--- src/rtl/program_loader_if.sv ---
// Byte-stream input and instruction-memory write bus of the program loader.
// master = stream source / memory side, slave = loader.
interface program_loader_if;
    logic        in_valid;
    logic [7:0]  in_data;
    logic        in_ready;
    logic        im_we;
    logic [15:0] im_addr;
    logic [31:0] im_wdata;

    modport master (
        output in_valid, in_data,
        input  in_ready, im_we, im_addr, im_wdata
    );

    modport slave (
        input  in_valid, in_data,
        output in_ready, im_we, im_addr, im_wdata
    );
endinterface

--- src/rtl/program_loader.sv ---
// Fills instruction memory from a length/payload/XOR-checksum byte stream; CPU released only on a good image.
// One-cycle write strobe after each 4th payload byte (5 cycles/word peak); in_ready drops in WRITE and idle states.
module program_loader #(
    parameter logic [15:0] BASE_ADDR = 16'h0000,
    parameter int          MAX_WORDS = 1024
) (
    input  logic            clk,
    input  logic            reset,
    input  logic            start,
    program_loader_if.slave bus,
    output logic            cpu_reset,
    output logic            busy,
    output logic            done,
    output logic            err
);
    typedef enum logic [2:0] {
        S_IDLE, S_LEN_HI, S_LEN_LO, S_DATA, S_WRITE, S_CHECK, S_DONE, S_ERROR
    } state_t;

    localparam logic [16:0] MAX_W = 17'(MAX_WORDS);

    state_t      state;
    state_t      state_nxt;
    logic [7:0]  len_hi;
    logic [15:0] len;
    logic [15:0] count;
    logic [15:0] addr;
    logic [31:0] word;
    logic [1:0]  byte_idx;
    logic [7:0]  csum;
    logic        rdy;
    logic        xfer;
    logic        launch;
    logic [15:0] len_now;

    assign rdy     = (state == S_LEN_HI) || (state == S_LEN_LO) ||
                     (state == S_DATA)   || (state == S_CHECK);
    assign xfer    = bus.in_valid & rdy;
    assign launch  = start & ((state == S_IDLE) || (state == S_DONE) || (state == S_ERROR));
    assign len_now = {len_hi, bus.in_data};

    assign bus.in_ready = rdy;
    assign bus.im_we    = (state == S_WRITE);
    assign bus.im_addr  = addr;
    assign bus.im_wdata = word;

    always_ff @(posedge clk) begin
        if (!reset) begin
            state <= S_IDLE;
        end else begin
            state <= state_nxt;
        end
    end

    always_comb begin
        state_nxt = state;
        cpu_reset = 1'b1;
        busy      = 1'b1;
        done      = 1'b0;
        err       = 1'b0;
        case (state)
            S_IDLE: begin
                busy = 1'b0;
                if (start) state_nxt = S_LEN_HI;
            end
            S_LEN_HI: begin
                if (xfer) state_nxt = S_LEN_LO;
            end
            S_LEN_LO: begin
                if (xfer) begin
                    if (len_now == 16'd0)               state_nxt = S_CHECK;
                    else if ({1'b0, len_now} > MAX_W)   state_nxt = S_ERROR;
                    else                                state_nxt = S_DATA;
                end
            end
            S_DATA: begin
                if (xfer && (byte_idx == 2'd3)) state_nxt = S_WRITE;
            end
            S_WRITE: begin
                // count still holds the words written before this one
                if ((count + 16'd1) == len) state_nxt = S_CHECK;
                else                        state_nxt = S_DATA;
            end
            S_CHECK: begin
                if (xfer) state_nxt = (bus.in_data == csum) ? S_DONE : S_ERROR;
            end
            S_DONE: begin
                busy      = 1'b0;
                done      = 1'b1;
                cpu_reset = 1'b0;
                if (start) state_nxt = S_LEN_HI;
            end
            S_ERROR: begin
                busy = 1'b0;
                err  = 1'b1;
                if (start) state_nxt = S_LEN_HI;
            end
            default: state_nxt = S_IDLE;
        endcase
    end

    always_ff @(posedge clk) begin
        if (!reset) begin
            len_hi   <= 8'd0;
            len      <= 16'd0;
            count    <= 16'd0;
            addr     <= BASE_ADDR;
            word     <= 32'd0;
            byte_idx <= 2'd0;
            csum     <= 8'd0;
        end else if (launch) begin
            count    <= 16'd0;
            addr     <= BASE_ADDR;
            byte_idx <= 2'd0;
            csum     <= 8'd0;
        end else begin
            case (state)
                S_LEN_HI: if (xfer) len_hi <= bus.in_data;
                S_LEN_LO: if (xfer) len <= len_now;
                S_DATA: begin
                    if (xfer) begin
                        word     <= {word[23:0], bus.in_data};
                        csum     <= csum ^ bus.in_data;
                        byte_idx <= byte_idx + 2'd1;
                    end
                end
                S_WRITE: begin
                    addr  <= addr + 16'd4;
                    count <= count + 16'd1;
                end
                default: ;
            endcase
        end
    end
endmodule

--- src/flat_wrapper.sv ---
// flat-port wrapper written by rule: the top's interface ports become plain ports
module program_loader_flat 
#(
    parameter logic [15:0] BASE_ADDR = 16'h0000,
    parameter int          MAX_WORDS = 1024
)
  (clk, reset, start, cpu_reset, busy, done, err, bus_in_valid, bus_in_data, bus_in_ready, bus_im_we, bus_im_addr, bus_im_wdata);
  program_loader_if bus_i ();
  input  logic clk;
  input  logic reset;
  input  logic start;
  output logic cpu_reset;
  output logic busy;
  output logic done;
  output logic err;
  input wire logic [$bits(bus_i.in_valid)-1:0] bus_in_valid;
  input wire logic [$bits(bus_i.in_data)-1:0] bus_in_data;
  output wire logic [$bits(bus_i.in_ready)-1:0] bus_in_ready;
  output wire logic [$bits(bus_i.im_we)-1:0] bus_im_we;
  output wire logic [$bits(bus_i.im_addr)-1:0] bus_im_addr;
  output wire logic [$bits(bus_i.im_wdata)-1:0] bus_im_wdata;
  assign bus_i.in_valid = bus_in_valid;
  assign bus_i.in_data = bus_in_data;
  assign bus_in_ready = bus_i.in_ready;
  assign bus_im_we = bus_i.im_we;
  assign bus_im_addr = bus_i.im_addr;
  assign bus_im_wdata = bus_i.im_wdata;
  program_loader #(.BASE_ADDR(BASE_ADDR), .MAX_WORDS(MAX_WORDS)) u_core (.clk(clk), .reset(reset), .start(start), .bus(bus_i), .cpu_reset(cpu_reset), .busy(busy), .done(done), .err(err));
endmodule
--- config.mk ---
export PLATFORM = sky130hd
export DESIGN_NAME = program_loader_flat
export DESIGN_NICKNAME = d
export VERILOG_FILES = /design/src/rtl/program_loader_if.sv /design/src/rtl/program_loader.sv /design/src/flat_wrapper.sv
export SDC_FILE = /design/constraint.sdc
export NUM_CORES = 1
export LEC_CHECK = 0
export CORE_UTILIZATION = 49
export CTS_CLUSTER_DIAMETER = 60
export DETAILED_ROUTE_END_ITERATION = 12
export GPL_TIMING_DRIVEN = 0
export PLACE_DENSITY = 0.8
export SKIP_LAST_GASP = 1
export SLEW_MARGIN = 20
export SYNTH_ARGS = -nofsm -noshare
export SYNTH_HDL_FRONTEND = slang
export SYNTH_SLANG_ARGS = --single-unit
export TNS_END_PERCENT = 1
--- constraint.sdc ---
create_clock -name clk -period 1.9 [get_ports clk]
set_input_delay 0.19 -clock clk [delete_from_list [all_inputs] [get_ports clk]]
set_output_delay 0.19 -clock clk [all_outputs]
set_load 0.005 [all_outputs]
==> flow_metrics.tcl, run 1 <==
set metrics [dict create \
    status "finished, violations left" \
    violations "negative setup slack" \
    min_path_type "flop to flop" \
    start_util 0.506 \
    worst_slack_ns -0.113 \
    nNetsFinal 654 \
    fin_util 0.627 \
    hpwl_mm 8.19 \
    synthToLayoutAreaGrowth_pct 23.9 \
    critPathMaxFanout 6 \
    wl_per_cell_um 14.5 \
    clkTransAtPathRegs_ns 0.10 \
    rr_worst_depth 8 \
    numClockSinks 99 \
    cts_buffer_depth 2 \
    antenna_left 0 \
    worst_pin_slew_ns 0.604 \
    worstSetupEndpointType "flop" \
    r2r_slack_ns -0.11 \
    maxCapViolCount 0 \
    rsz0062_at_grt "yes" \
    met2_usage 0.388 \
    worstSetupPathType "flop to flop" \
    maxClockFrequency_mhz 497 \
    ios 66 \
    place_congestion 0.864 \
    setup_violations 12 \
    grt_max_degree 20 \
    first_pass_iters 4 \
    gr-total-overflow 0 \
    drive_above_1_share 0.102 \
    netlist_area_um2 4680 \
    cts_made_buffers 9 \
    register_area_um2 1990 \
    drc 0 \
    critPathArrivalTime_ns 2.26 \
    fin_crit_sh 1.06 \
    core.rowCount 35 \
    die_h_um 99.7 \
    min_from "u_core.byte_idx[1]" \
    dp_slack_ns -0.317 \
    die-area_um2 9940 \
    ys_types 58 \
    powerDensity_nw_per_um2 808 \
    r2r_end "u_core.state[1]" \
    vdd_drop_max_v 0.000447 \
    syn_inst 558 \
    yosysWarnings 0 \
    antenna_found_initial 0 \
    finalMaxSlewViolations 0 \
    cts_hold_buffers 0 \
    hold_viol_final 0 \
    multi_input_area_um2 2530 \
    async_flop_share 0 \
    gr-usage-met3 0.0288 \
    placement.io_buffers 63 \
    tritoncts "done" \
    diodes 0 \
    p_leak_nw 2.05 \
    groute.usage.overall 0.230 \
    grt_pass1_vias 3826 \
    synth_edf_count 0 \
    clk_latency_ns 0.37 \
    r2r-start "u_core.count[0]" \
    crit_end "u_core.state[1]" \
    die_width_um 99.7 \
    crit_start "u_core.count[0]" \
    drt-initial-drc-count 246 \
    yosysSeqAreaShare 0.424 \
    num_vias 4089 \
    required_ns 2.15 \
    cp-start-kind "flop" \
    core_um2 9240 \
    nFillCells 783 \
    routed_via_density 5.29 \
    synth-seq-cells 99 \
    htree_levels 3 \
    grt-busiest-layer "met2" \
    finalCriticalPeriod_ns 2.01 \
    grt_pass1_wl_mm 18.3 \
    wl_mm 11.2 \
    skew_ns 0.0136 \
    grt.met1_usage 0.300 \
    cts-root-buf "clkbuf_8" \
    ys_dominant_reg_cell "dfxtp_1" \
    maxSlewHeadroom 0.597 \
    syn-mean-instance-area_um2 8.38 \
]
[cell usage in the layout, fill, tap and decap left out, types with 3 or more instances in the layout]
| cell | count |
|---|---|
| clkdlybuf4s50_1 | 62 |
| o21ai_0 | 5 |
| nor4_1 | 4 |
| nand4_1 | 9 |
| and2_1 | 6 |
| inv_6 | 3 |
| clkbuf_1 | 15 |
| clkbuf_8 | 9 |
| nor2_1 | 43 |
| and3_1 | 11 |
| xor2_1 | 41 |
| a21oi_1 | 13 |
| buf_6 | 3 |
| dfxtp_1 | 96 |
| nand2_1 | 138 |
| inv_1 | 6 |
| buf_4 | 13 |
| buf_2 | 7 |
| xnor2_1 | 24 |
| a21boi_0 | 56 |
| nand3_1 | 15 |
[through the flow]
stage	hold WS [ns]	setup TNS (ns)	total power, mW	area [um^2]	std cells
final	0.471	-0.532	4.68	5790	773
after floorplan	0.335	0	2.88	4680	559
after detailed placement	0.461	-2.30	3.19	5470	751
after global routing	0.512	-3.70	4.87	5790	773
after global placement	0.446	-1.71	3.17	5470	751
after CTS	0.476	-0.723	4.64	5730	769
[metal layers]
metal | vias up | routed length, um
li1 | 2017 | -
met1 | 1929 | 5090
met2 | 120 | 5400
met3 | 23 | 486
met4 | 0 | 262
met5 | - | 0
[critical path, cell delays in order (launching register included)]
cell and delay (ns):
dfxtp_4 0.38, ha_4 0.15, buf_6 0.11, and4b_1 0.19, o211ai_1 0.12, nor4b_2 0.36
o2111ai_2 0.22, nor4b_2 0.25, a221oi_1 0.11
[layout make-up]
type,instances,share of cell area
plain buffers,34,0.0328
multi-input cells,418,0.437
well taps,129,0.0279
repair buffers,69,0.116
flip-flops and latches,99,0.344
inverters,8,0.00518
clock inverters,7,0.0158
clock buffers,9,0.0214
[worst min path at each step]
stage	to	slack, ns	cells past startpoint
after global routing	u_core.bus.im_wdata[16]	0.51	2
after global placement	u_core.byte_idx[1]	0.45	2
after CTS	u_core.byte_idx[1]	0.48	2
final	u_core.byte_idx[1]	0.47	2
after floorplan	u_core.len[0]	0.33	2
after detailed placement	u_core.byte_idx[1]	0.46	2
[cell families after synthesis]
logic type	after synthesis	share of synthesized area
xor+xnor	65	0.122
other cells	1	0.000802
compound gates	92	0.145
mux	1	0.00214
simple gates	255	0.253
fa+ha+maj	3	0.00803
buf+inv	42	0.0452
flops	99	0.424
[sequential cells by signal, summed over array words and instances, names as in the netlist]
name                 count
u_core.bus.im_wdata     32
u_core.len_hi            8
u_core.bus.im_addr      14
u_core.byte_idx          2
u_core.csum              8
u_core.state             3
u_core.count            16
u_core.len              16
[power breakdown]
part | switching (mW) | leakage, nW | internal (mW)
Clock | 0.812 | 0.106 | 0.643
Sequential | 0.0906 | 0.801 | 2.16
Combinational | 0.575 | 1.14 | 0.401
[cells in the mapped netlist, types with 2 or more instances]
master,count,area [um^2]
nand3b_1,2,15.0
buf_6,3,33.8
and3_1,11,68.8
nor2_1,43,161
a21oi_1,13,65.1
nand2b_1,2,12.5
and2_1,6,37.5
nor4_1,5,31.3
buf_4,5,37.5
a21boi_0,56,420
a211oi_2,2,25.0
xor2_1,41,359
or3_1,2,12.5
inv_1,6,22.5
nand4_1,9,56.3
and4_4,2,22.5
dfxtp_1,99,1980
nor4b_1,2,17.5
o2111ai_1,2,17.5
nor3_1,2,10.0
buf_2,10,50.1
ha_1,3,37.5
clkbuf_1,16,60.1
xnor2_1,24,210
o21ai_0,5,25.0
nand2_1,139,522
nor2b_1,2,12.5
nand3_1,15,75.1
inv_2,2,7.51
[what timing repair did]
item	CTS	global route
pin swaps	4	4
endpoints found under the setup margin	19	54
resized for setup	10	10
buffers inserted	2	4
Note: power is estimated with default switching activity, not from simulation.
==> run 2: changes to the inputs <==
--- a/config.mk
+++ b/config.mk
@@ -9,6 +9,7 @@
 export CTS_CLUSTER_DIAMETER = 60
 export DETAILED_ROUTE_END_ITERATION = 12
 export GPL_TIMING_DRIVEN = 0
+export HOLD_SLACK_MARGIN = 0.15
 export PLACE_DENSITY = 0.8
 export SKIP_LAST_GASP = 1
 export SLEW_MARGIN = 20
==> constraint.sdc (replaced) <==
create_clock -name clk -period 1.8 [get_ports clk]
set_input_delay 0.18 -clock clk [delete_from_list [all_inputs] [get_ports clk]]
set_output_delay 0.18 -clock clk [all_outputs]
set_load 0.005 [all_outputs]
==> run 2 against run 1 <==
Against the previous run: the flow still finishes with violations (negative setup slack); sequential share of layout area is 0.077 points lower; register-to-register slack hardly changed; first-iteration DRC count is 3.3% lower; flip-flop and latch count stayed put; core utilization is 0.30 points higher; power is 1.6% higher; count of clock-buffer cells in the layout stayed put; die area stayed put; clock skew is 0.0042 ns lower; sequential power is 5% higher.
==> flow_metrics.tcl, run 2 (synthesis results as in run 1) <==
set metrics [dict create \
    status "finished, violations left" \
    violations "negative setup slack" \
    r2r_end "u_core.state[1]" \
    required_ns 2.05 \
    gr-total-overflow 0 \
    first_pass_iters 4 \
    wl_per_cell_um 14.0 \
    cts-root-buf "clkbuf_8" \
    num_vias 4029 \
    finalMaxSlewViolations 0 \
    core.rowCount 35 \
    powerDensity_nw_per_um2 817 \
    routed_via_density 5.22 \
    tritoncts "done" \
    drc 0 \
    rr_worst_depth 8 \
    r2r-start "u_core.count[0]" \
    grt_pass1_vias 3841 \
    groute.usage.overall 0.225 \
    maxClockFrequency_mhz 519 \
    synthToLayoutAreaGrowth_pct 24.5 \
    post_dp_cell_area_um2 5490 \
    worstSetupEndpointType "flop" \
    worst_pin_slew_ns 0.591 \
    p_total_mw 4.76 \
    wl_mm 10.8 \
    layout_common_cells "nand2_1, dfxtp_1, clkdlybuf4s50_1, a21boi_0, nor2_1" \
    start_util 0.506 \
    cts_made_buffers 9 \
    die-area_um2 9940 \
    numClockSinks 99 \
    die_h_um 99.7 \
    min_from "u_core.bus.im_wdata[30]" \
    core_um2 9240 \
    worstSetupPathType "flop to flop" \
    finalCriticalPeriod_ns 1.93 \
    min_to "u_core.bus.im_wdata[30]" \
    clk_latency_ns 0.37 \
    fin_area_um2 5820 \
    grt_max_degree 19 \
    die_width_um 99.7 \
    vdd_drop_max_v 0.000473 \
    rsz0062_at_grt "yes" \
    maxCapViolCount 0 \
    grt_pass1_wl_mm 17.8 \
    fin_crit_sh 1.07 \
    maxSlewHeadroom 0.606 \
    skew_ns 0.00940 \
    ios 66 \
    whs_ns 0.464 \
    cp-start-kind "flop" \
    diodes 0 \
    setup_violations 6 \
    largest_reg_flops 32 \
    antenna_left 0 \
    r2r_slack_ns -0.13 \
    nNetsFinal 653 \
    placement.io_buffers 63 \
    drt-initial-drc-count 238 \
    hpwl_mm 8.04 \
    final_common_cell "nand2_1" \
    drive_above_1_share 0.121 \
    hold_viol_final 0 \
    antenna_found_initial 0 \
    htree_levels 3 \
    cts_buffer_depth 2 \
    p_leak_nw 2.06 \
    critPathMaxFanout 4 \
    place_congestion 0.893 \
    worst_slack_ns -0.126 \
    holdPathStages 2 \
    min_path_type "flop to flop" \
    tns_ns -0.555 \
    clkTransAtPathRegs_ns 0.10 \
    critPathArrivalTime_ns 2.17 \
]
==> run 2: cell count changes in the layout (fill, tap and decap cells not counted), sizes merged <==
cell      previous run  this run
buf                 23        22
bufinv               1         0
clkinv               1         4
inv                 12        11
clkinvlp             1         0
==> run 2: critical path, stage by stage, from the launching register on <==
cell       delay (ns)
dfxtp_4          0.37
ha_4             0.15
buf_6            0.11
and4b_1          0.20
o211ai_1         0.10
nor4b_2          0.29
o2111ai_2        0.21
nor4b_2          0.29
a221oi_2         0.09
==> run 2: final cells by class <==
| class | count | area (um^2) |
|---|---|---|
| flip-flops and latches | 99 | 2000 |
| fillers | 758 | 3420 |
| plain buffers | 34 | 213 |
| well taps | 129 | 161 |
| clock inverters | 7 | 60.1 |
| inverters | 8 | 30.0 |
| clock buffers | 9 | 124 |
| multi-input cells | 418 | 2570 |
| repair buffers | 68 | 667 |
==> run 2: timing repair <==
action / CTS / global route
endpoints found under the setup margin: 48 / 69
setup buffers: 5 / 0
pin swaps: 5 / 6
endpoints found under the hold margin: 0 / 0
hold buffers: 0 / 0
gates cloned: 0 / 0
resized for setup: 10 / 29
==> run 2: report_power, final <==
group	switching, mW	internal [mW]	total [mW]
clock network	0.819	0.527	1.35
registers	0.0919	2.28	2.37
logic	0.597	0.441	1.04
total	1.51	3.25	4.76
==> run 2: metal layers <==
| metal | wire length, um | global-route usage |
|---|---|---|
| met2 | 5290 | 0.375 |
| met4 | 184 | 0.0928 |
| met5 | 0 | 0 |
| met1 | 4870 | 0.287 |
| met3 | 481 | 0.0394 |
==> run 2: worst max-delay path by stage <==
| stage | start | to | slack [ns] | depth (start not counted) |
|---|---|---|---|---|
| floorplan | u_core.count[0] | u_core.state[1] | 0.04 | 8 |
| global route | u_core.count[7] | u_core.state[2] | -0.18 | 7 |
| global placement | bus_in_valid | u_core.state[1] | -0.33 | 7 |
| CTS | u_core.state[1] | done | -0.18 | 5 |
| finish | u_core.count[0] | u_core.state[1] | -0.13 | 8 |
| detailed placement | bus_in_valid | u_core.state[1] | -0.37 | 7 |
==> run 2: stage by stage <==
stage	std cells	util	setup slack, ns
2_1_floorplan	559	-	0.0384
3_3_place_gp	751	0.594	-0.326
3_5_place_dp	751	0.594	-0.373
4_1_cts	772	0.622	-0.181
5_1_grt	772	0.630	-0.180
6_report	772	0.630	-0.126
==> run 3: changes to the inputs <==
--- a/config.mk
+++ b/config.mk
@@ -5,12 +5,12 @@
 export SDC_FILE = /design/constraint.sdc
 export NUM_CORES = 1
 export LEC_CHECK = 0
-export CORE_UTILIZATION = 49
+export CORE_UTILIZATION = 52
 export CTS_CLUSTER_DIAMETER = 60
 export DETAILED_ROUTE_END_ITERATION = 12
 export GPL_TIMING_DRIVEN = 0
 export HOLD_SLACK_MARGIN = 0.15
-export PLACE_DENSITY = 0.8
+export PLACE_DENSITY = 0.81
 export SKIP_LAST_GASP = 1
 export SLEW_MARGIN = 20
 export SYNTH_ARGS = -nofsm -noshare
==> constraint.sdc (replaced) <==
create_clock -name clk -period 1.89 [get_ports clk]
set_input_delay 0.189 -clock clk [delete_from_list [all_inputs] [get_ports clk]]
set_output_delay 0.189 -clock clk [all_outputs]
set_load 0.005 [all_outputs]
==> run 3 against run 2 <==
Against the previous run: routed wire length increased by 2.2%; sequential share of layout area increased by 0.063 points; via count increased by 0.84%; largest cell class unchanged; worst hold slack improved by 0.00094 ns; worst setup slack got worse by 0.015 ns; the run still ends with negative setup slack left; power decreased by 4.2%; clock skew increased by 0.0024 ns.
==> flow_metrics.tcl, run 3 (synthesis results as in run 1) <==
set metrics [dict create \
    status "finished, violations left" \
    violations "negative setup slack" \
    die_width_um 96.8 \
    holdPathStages 2 \
    die-area_um2 9380 \
    post_dp_cell_area_um2 5450 \
    maxCapViolCount 0 \
    numClockSinks 99 \
    swShare 0.315 \
    grt_pass1_wl_mm 18.4 \
    synthToLayoutAreaGrowth_pct 23.8 \
    p_switching_mw 1.44 \
    drt-initial-drc-count 203 \
    core_um2 8720 \
    place_congestion 0.905 \
    multi_input_area_um2 2560 \
    final_common_cell "nand2_1" \
    drc 0 \
    finalMaxSlewViolations 0 \
    start_util 0.536 \
    cts-root-buf "clkbuf_8" \
    cts_hold_buffers 0 \
    maxSlewHeadroom 0.598 \
    wl_per_cell_um 14.7 \
    p_clk_frac 0.291 \
    rr_worst_depth 9 \
    p_leak_nw 2.07 \
    layout_common_cells "nand2_1, dfxtp_1, clkdlybuf4s50_1, a21boi_0, nor2_1" \
    setup_violations 4 \
    worstSetupEndpointType "flop" \
    clkTransAtPathRegs_ns 0.10 \
    gr-total-overflow 0 \
    die_h_um 96.8 \
    skew_ns 0.0118 \
    seqPwrFrac 0.495 \
    tns_ns -0.440 \
    register_area_um2 1990 \
    worst_slack_ns -0.141 \
    htree_levels 3 \
    tritoncts "done" \
    cp-start-kind "flop" \
    fin_area_um2 5790 \
    num_vias 4063 \
    groute.usage.overall 0.239 \
    vdd_drop_max_v 0.000557 \
    nFillCells 728 \
    nNetsFinal 655 \
    grt_pass1_vias 3902 \
    worstSetupPathType "flop to flop" \
    internal_power_mw 3.12 \
    worst_pin_slew_ns 0.603 \
    clk_latency_ns 0.37 \
    grt_max_degree 19 \
    power_frac_comb 0.214 \
    critPathMaxFanout 6 \
    ios 66 \
    required_ns 2.21 \
    drive_above_1_share 0.105 \
    antenna_left 0 \
    maxClockFrequency_mhz 492 \
    cts_buffer_depth 2 \
    diodes 0 \
    first_pass_iters 4 \
    largest_reg_flops 32 \
    fin_crit_sh 1.07 \
    hpwl_mm 8.16 \
    hold_viol_final 0 \
    core.rowCount 34 \
    antenna_found_initial 0 \
    finalCriticalPeriod_ns 2.03 \
    wl_mm 11.1 \
    cts_made_buffers 9 \
    rsz0062_at_grt "yes" \
    placement.io_buffers 63 \
    critPathArrivalTime_ns 2.35 \
    routed_via_density 5.40 \
    min_path_type "flop to flop" \
    powerDensity_nw_per_um2 787 \
]
run 3: changes by cell type in the layout (fill, tap and decap cells not counted), moves of 3 or more:
cell      previous run  this run
buf_4               12        15
buf_6                6         3
clkbuf_1            12        16
clkbuf_2             4         0
dfxtp_1             92        96
dfxtp_2              5         2
run 3: power by group through the flow:
stage	Combinational [mW]	Clock [mW]	Sequential, mW
after floorplan	0.614	0	2.28
after global placement	0.889	0	2.29
after detailed placement	0.904	0	2.30
after CTS	0.956	1.35	2.25
after global routing	1.07	1.43	2.27
final	0.977	1.32	2.25
run 3: what timing repair did:
item,in CTS,in global routing
pin swaps,5,6
buffers inserted,4,3
setup endpoints to repair,8,50
gates resized for setup,20,3
run 3: area by class of cell:
class,instances,area share
repair buffers,70,0.118
plain buffers,34,0.0344
flip-flops and latches,99,0.343
multi-input cells,418,0.442
clock buffers,10,0.0238
well taps,108,0.0233
inverters,8,0.00605
clock inverters,6,0.00973
run 3: worst paths after layout:
| check | from | endpoint | slack, ns |
|---|---|---|---|
| setup / recovery | u_core.count[1] | u_core.state[2] | -0.14 |
| hold / removal | u_core.byte_idx[1] | u_core.byte_idx[1] | 0.47 |
| setup reg to reg | u_core.count[1] | u_core.state[2] | -0.14 |
| hold reg to reg | u_core.byte_idx[1] | u_core.byte_idx[1] | 0.47 |
run 3: critical path: stages (launching register included):
cell       delay [ns]
dfxtp_2          0.37
ha_4             0.14
buf_6            0.11
and4b_1          0.19
o211ai_1         0.11
nor4b_2          0.35
o2111ai_2        0.23
buf_4            0.19
nor4_4           0.13
a22o_1           0.15
run 3: metal layers:
| metal | routed length, um | share of wire | GRT usage |
|---|---|---|---|
| met3 | 506 | 0.046 | 0.0462 |
| met1 | 4950 | 0.45 | 0.301 |
| met5 | 0 | 0 | 0 |
| met4 | 218 | 0.020 | 0.0873 |
| met2 | 5390 | 0.49 | 0.405 |
run 3: per-stage QoR:
| step | utilization | power, mW | worst slack (ns) | std cells | hold WS, ns |
|---|---|---|---|---|---|
| 6_report | 0.664 | 4.56 | -0.141 | 753 | 0.465 |
| 3_3_place_gp | 0.625 | 3.18 | -0.237 | 730 | 0.446 |
| 5_1_grt | 0.664 | 4.76 | -0.222 | 753 | 0.485 |
| 2_1_floorplan | - | 2.89 | 0.0565 | 559 | 0.334 |
| 3_5_place_dp | 0.625 | 3.20 | -0.325 | 730 | 0.453 |
| 4_1_cts | 0.659 | 4.56 | -0.104 | 750 | 0.466 |
